===== src/rtl/count_frame_streamer_pkg.sv =====
// Shared definitions for the count frame streamer.
//   stream_state_e : frame sequencer states (IDLE, HDR, CH)
//   idx_width()    : channel index width, never less than one bit
package counter_stream_pkg;

    typedef enum logic [1:0] {
        IDLE = 2'd0,
        HDR  = 2'd1,
        CH   = 2'd2
    } stream_state_e;

    function automatic int idx_width(input int n);
        return (n <= 2) ? 1 : $clog2(n);
    endfunction

endpackage


===== src/rtl/count_frame_streamer_snapshot_bank.sv =====
// Snapshot register bank: latches every channel of a flat counter bus in the
// same clock cycle and exposes one entry through a read-index mux.
// Ports:
//   clk, reset   : clock, asynchronous active-high reset (clears the bank)
//   capture      : load all channels from ch_count_in this cycle
//   ch_count_in  : flat bus, channel k at [k*CNT_W +: CNT_W]
//   rd_idx       : channel to present on rd_data
//   rd_data      : combinational read of snap[rd_idx]
module count_snapshot_bank
    import counter_stream_pkg::*;
#(
    parameter int NUM_CH = 32,
    parameter int CNT_W  = 32,
    parameter int IDX_W  = idx_width(NUM_CH)
) (
    input  logic                    clk,
    input  logic                    reset,
    input  logic                    capture,
    input  logic [NUM_CH*CNT_W-1:0] ch_count_in,
    input  logic [IDX_W-1:0]        rd_idx,
    output logic [CNT_W-1:0]        rd_data
);

    logic [CNT_W-1:0] snap [NUM_CH];

    always_ff @(posedge clk or posedge reset) begin
        if (reset) begin
            for (int k = 0; k < NUM_CH; k++) snap[k] <= '0;
        end else if (capture) begin
            for (int k = 0; k < NUM_CH; k++) snap[k] <= ch_count_in[k*CNT_W +: CNT_W];
        end
    end

    // Guard keeps non-power-of-two channel counts from reading past the array.
    always_comb begin
        rd_data = '0;
        if (int'(rd_idx) < NUM_CH) rd_data = snap[rd_idx];
    end

endmodule


===== src/rtl/count_frame_streamer.sv =====
// Count frame streamer: captures NUM_CH counters at once and streams them as
// a frame (header word = sequence number, then one word per channel) over a
// valid/ready handshake.
// Ports:
//   clk, reset         : clock, asynchronous active-high reset
//   ch_count_in        : flat counter bus, channel k at [k*CNT_W +: CNT_W]
//   snap_req           : single-cycle software capture request
//   stop_step, auto_en : rising edge of stop_step triggers when auto_en=1
//   out_data/valid/last: stream word, valid, final-channel marker
//   out_ready          : downstream accept
//   busy               : frame in progress
//   overrun, clr_ovr   : sticky lost-trigger flag and its clear
//   seq_num            : current frame sequence number
module count_frame_streamer
    import counter_stream_pkg::*;
#(
    parameter int NUM_CH = 32,
    parameter int CNT_W  = 32,
    parameter int SEQ_W  = 16
) (
    input  logic                    clk,
    input  logic                    reset,
    input  logic [NUM_CH*CNT_W-1:0] ch_count_in,
    input  logic                    snap_req,
    input  logic                    stop_step,
    input  logic                    auto_en,
    output logic [CNT_W-1:0]        out_data,
    output logic                    out_valid,
    input  logic                    out_ready,
    output logic                    out_last,
    output logic                    busy,
    output logic                    overrun,
    input  logic                    clr_ovr,
    output logic [SEQ_W-1:0]        seq_num
);

    localparam int               IDX_W    = idx_width(NUM_CH);
    localparam logic [IDX_W-1:0] LAST_IDX = IDX_W'(NUM_CH - 1);

    stream_state_e    state, state_nxt;
    logic [IDX_W-1:0] idx, idx_nxt;
    logic [SEQ_W-1:0] seq_nxt;
    logic [CNT_W-1:0] snap_word, data_nxt;
    logic             last_nxt;
    logic             stop_d, trig, hs, last_hs, capture, ovr_set;

    assign trig      = snap_req | (auto_en & stop_step & ~stop_d);
    assign busy      = (state != IDLE);
    assign out_valid = busy;
    assign hs        = out_valid & out_ready;
    assign last_hs   = hs && (state == CH) && (idx == LAST_IDX);
    // A trigger landing on the final handshake starts the next frame instead
    // of being counted as lost.
    assign ovr_set   = trig & busy & ~last_hs;

    // The bank is addressed with the next index so out_data can be registered
    // one cycle ahead of the word being presented.
    count_snapshot_bank #(
        .NUM_CH (NUM_CH),
        .CNT_W  (CNT_W),
        .IDX_W  (IDX_W)
    ) u_bank (
        .clk         (clk),
        .reset       (reset),
        .capture     (capture),
        .ch_count_in (ch_count_in),
        .rd_idx      (idx_nxt),
        .rd_data     (snap_word)
    );

    // State and registered outputs
    always_ff @(posedge clk or posedge reset) begin
        if (reset) begin
            state    <= IDLE;
            idx      <= '0;
            seq_num  <= '0;
            stop_d   <= 1'b0;
            overrun  <= 1'b0;
            out_data <= '0;
            out_last <= 1'b0;
        end else begin
            state    <= state_nxt;
            idx      <= idx_nxt;
            seq_num  <= seq_nxt;
            stop_d   <= stop_step;
            overrun  <= ovr_set | (overrun & ~clr_ovr);
            out_data <= data_nxt;
            out_last <= last_nxt;
        end
    end

    // Next-state logic
    always_comb begin
        state_nxt = state;
        idx_nxt   = idx;
        seq_nxt   = seq_num;
        capture   = 1'b0;
        case (state)
            IDLE: begin
                if (trig) begin
                    state_nxt = HDR;
                    capture   = 1'b1;
                end
            end
            HDR: begin
                if (hs) begin
                    state_nxt = CH;
                    idx_nxt   = '0;
                end
            end
            CH: begin
                if (hs) begin
                    if (idx == LAST_IDX) begin
                        seq_nxt = seq_num + 1'b1;
                        idx_nxt = '0;
                        if (trig) begin
                            state_nxt = HDR;
                            capture   = 1'b1;
                        end else begin
                            state_nxt = IDLE;
                        end
                    end else begin
                        idx_nxt = idx + 1'b1;
                    end
                end
            end
            default: state_nxt = IDLE;
        endcase
    end

    // Output word selection; with no handshake every input here is unchanged,
    // so data and last hold during a stall.
    always_comb begin
        data_nxt = '0;
        last_nxt = 1'b0;
        case (state_nxt)
            HDR: data_nxt = CNT_W'(seq_nxt);
            CH: begin
                data_nxt = snap_word;
                last_nxt = (idx_nxt == LAST_IDX);
            end
            default: ;
        endcase
    end

endmodule


===== config.mk =====
export PLATFORM = sky130hd
export DESIGN_NAME = count_frame_streamer
export DESIGN_NICKNAME = d
export VERILOG_FILES = /design/src/rtl/count_frame_streamer_pkg.sv /design/src/rtl/count_frame_streamer_snapshot_bank.sv /design/src/rtl/count_frame_streamer.sv
export SDC_FILE = /design/constraint.sdc
export NUM_CORES = 2
export LEC_CHECK = 0
export ABC_AREA = 1
export BUFFER_PORTS_ARGS = -buffer_cell sky130_fd_sc_hd__buf_2
export CORE_AREA = 5 5 417 419
export DETAILED_ROUTE_END_ITERATION = 10
export DIE_AREA = 0 0 422 424
export GPL_ROUTABILITY_DRIVEN = 0
export GPL_TIMING_DRIVEN = 0
export SETUP_SLACK_MARGIN = 0.5
export SYNTH_ARGS = -nofsm -noshare
export SYNTH_HDL_FRONTEND = slang
export SYNTH_SLANG_ARGS = --single-unit

===== constraint.sdc =====
create_clock -name clk -period 104.3 [get_ports clk]
set_input_delay 20.86 -clock clk [delete_from_list [all_inputs] [get_ports clk]]
set_output_delay 20.86 -clock clk [all_outputs]
set_load 0.01 [all_outputs]

==> metrics.md <==
| Metric | Value |
|---|---|
| Cell area after synthesis | `50100 um^2` |
| Slew at the pin closest to its max-slew limit | `1.43 ns` |
| Commonest cells after routing, fill and taps aside | `buf_2, dfrtp_1, nand3_1` |
| Primary FF master, synth | `dfrtp_1` |
| Max-cap violations | `0` |
| Required @ worst endpoint | `105.02 ns` |
| Worst vdd ir | `20.0 uV` |
| Port-buffer cells | `1082` |
| HPWL after detailed placement | `232 mm` |
| Detail Route Antenna Nets | `0` |
| RSZ-0062 raised after global routing | `false` |
| Setup ws final | `78.37 ns` |
| Root buf cell | `clkbuf_16` |
| Vias in the first global route | `44100` |
| Syn Area/Cell | `10.6 um^2` |
| Critical Path End Type | `flop` |
| Outcome | `finished clean` |
| Cell Count Post-Placement | `8067` |
| Remaining global-route overflow | `0` |
| Seq cells post-synth | `1082` |
| Core outline area | `170000 um^2` |
| Most used cell, CP | `nand2_1` |
| Yosys cell types | `33` |
| # fillers | `17100` |
| Final slew viol count | `0` |
| Fin area | `63300 um^2` |
| Yosys warning count | `0` |
| Via density | `5.41` |
| Row Count | `152` |
| Sink Count | `1082` |
| Final hold slack | `0.503 ns` |
| Crit-path max FO | `10` |
| Post-route insts no fill | `8424` |
| Setup bufs post-CTS | `0` |
| Slew margin rel. | `4.56%` |
| Die Area | `179000 um^2` |
| Hold Vio Cnt, Final | `0` |
| Crit path kind | `in2reg` |
| Power Density | `33.0 nW/um^2` |
| CTS tree | `yes` |
| Clock buffer depth | `3` |
| First-pass GRT wire length | `378 mm` |
| Critical path launch point type | `input port` |
| Initial Utilization | `29.4%` |
| Hold Path Class | `reg2reg` |
| Final setup viols | `0` |
| Aggregate global-route resource usage | `31.1%` |
| EDFF count, synth | `0` |
| Largest net degree at the start of global routing | `128` |
| DRT Pass-1 Iters | `6` |
| Reg2reg setup slack | `97.64 ns` |
| Most common cell after layout, fill and taps aside | `buf_2` |
| Syn Nets | `5781` |
| Pre-CTS setup slack | `77.50 ns` |
| Die Height | `424 um` |
| H-tree Lvls | `4` |
| DRC | `0` |
| Worst Skew | `0.0282 ns` |
| Critical Path Max Stage Delay | `0.90 ns` |
| FFs w/ async S/R, synth | `100%` |
| Final wirelength | `289 mm` |
| Clk Latency, worst-skew pair | `0.81 ns` |
| Final period utilization | `24.9%` |
| CTS resizes | `0` |
| Vias | `45600` |
| Leak | `29.5 nW` |
| Cell count after synthesis | `4741` |
| Proportion of layout cells with a drive suffix above 1 | `41.2%` |
| Routed len/inst | `34.3 um` |
| Placed Area | `58600 um^2` |
| Boundary Pins | `1083` |
| Final Net Count | `7008` |
| CP arrival | `26.65 ns` |
| Crit path cell chain | `buf_2, inv_1, nor2_2, nand3_2, nand2_1, nand2_1, buf_2, clkbuf_1, clkbuf_1, a21oi_1, inv_1, ha_1, inv_1, nor2_1, clkbuf_1, nand2_1, nand2_1` |
| Initial DRC count | `5459` |
| Max Fclk | `0.0386 GHz` |
| Synthesis-to-layout area growth | `26.3%` |
| Part of the Yosys area used for sequential elements | `54.0%` |
| Crit-path slowest cell | `nor2_1` |
| Fin crit period | `25.93 ns` |
| Die width | `422 um` |
| Initial antenna violation count | `184` |
| CTS Hold Bufs | `0` |
| Clock transition at the registers of the reported paths | `0.06 ns` |
| TNS Setup | `0 ns` |
| TritonCTS buffer count | `132` |
metal layers:
metal | track usage (%) | vias to the layer above | share of wire, %
li1 | - | 18900 | -
met1 | 38.8 | 23000 | 38
met2 | 48.0 | 3003 | 45
met3 | 9.08 | 703 | 9.6
met4 | 18.6 | 36 | 6.6
met5 | 0 | - | 0.078
metrics by stage:
stage          utilization [%]  power (mW)
2_1_floorplan                -        1.23
3_3_place_gp              34.3        1.59
3_5_place_dp              34.4        1.60
4_1_cts                   37.0        2.08
5_1_grt                   37.1        2.18
6_report                  37.2        2.09
flip-flops by register name, summed over array words and instances (netlist names):
register	flops
out_last	1
overrun	1
out_data	32
state	2
u_bank.snap	1024
stop_d	1
idx	5
seq_num	16
cell usage after synthesis (all sizes together), types with 9 or more instances:
library cell	count	share of area (%)
buf	241	2.4
ha	9	0.22
inv	106	0.79
dfrtp	1082	54
nand3	969	9.7
a21boi	15	0.22
nand2	941	7.1
a21oi	117	1.2
o21ai	69	0.69
mux2	966	22
nor2	84	0.65
clkbuf	107	0.80
path summary, 6_finish.rpt:
check	start	endpoint	cells past startpoint
min	u_bank.snap[633]$_DFFE_PP0P_	u_bank.snap[633]$_DFFE_PP0P_	1
max in group asynchronous	reset	u_bank.snap[984]$_DFFE_PP0P_	7
max reg2reg	idx[0]$_DFF_PP0_	out_data[4]$_DFF_PP0_	18
max	out_ready	out_data[4]$_DFF_PP0_	17
min in group asynchronous	reset	u_bank.snap[74]$_DFFE_PP0P_	2
min reg2reg	u_bank.snap[633]$_DFFE_PP0P_	u_bank.snap[633]$_DFFE_PP0P_	1
power by group:
group | switching (mW) | internal, mW | total, mW
logic | 0.522 | 0.333 | 0.855
clock network | 0.202 | 0.272 | 0.474
registers | 0.135 | 0.627 | 0.762
total | 0.860 | 1.23 | 2.09
cell families after synthesis:
logic type,after synthesis,share of synthesized area [%]
AND/OR/NAND/NOR,2003,17.5
AO/OA/AOI/OAI,212,2.24
flip-flops,1082,54.0
adder cells (fa/ha/maj),9,0.225
multiplexers,967,21.7
buffers and inverters,454,4.00
XOR/XNOR,14,0.245
final cells by class:
cell class	count	area (um^2)	area share, %
inverter	106	405	0.641
buffer	348	1610	2.54
multi-input combinational	3205	21000	33.2
tap	2233	2790	4.41
timing repair buffer	1093	5710	9.02
antenna	125	313	0.494
sequential	1082	27100	42.8
clock buffer	184	3760	5.94
clock inverter	48	607	0.959
critical path, delay by kind of cell:
family,cells,cell delay (ns)
buffers and inverters,8,2.80
AND/OR/NAND/NOR,7,2.12
adder cells (fa/ha/maj),1,0.54
AO/OA/AOI/OAI,1,0.25
Note: power is estimated with default switching activity, not from simulation.
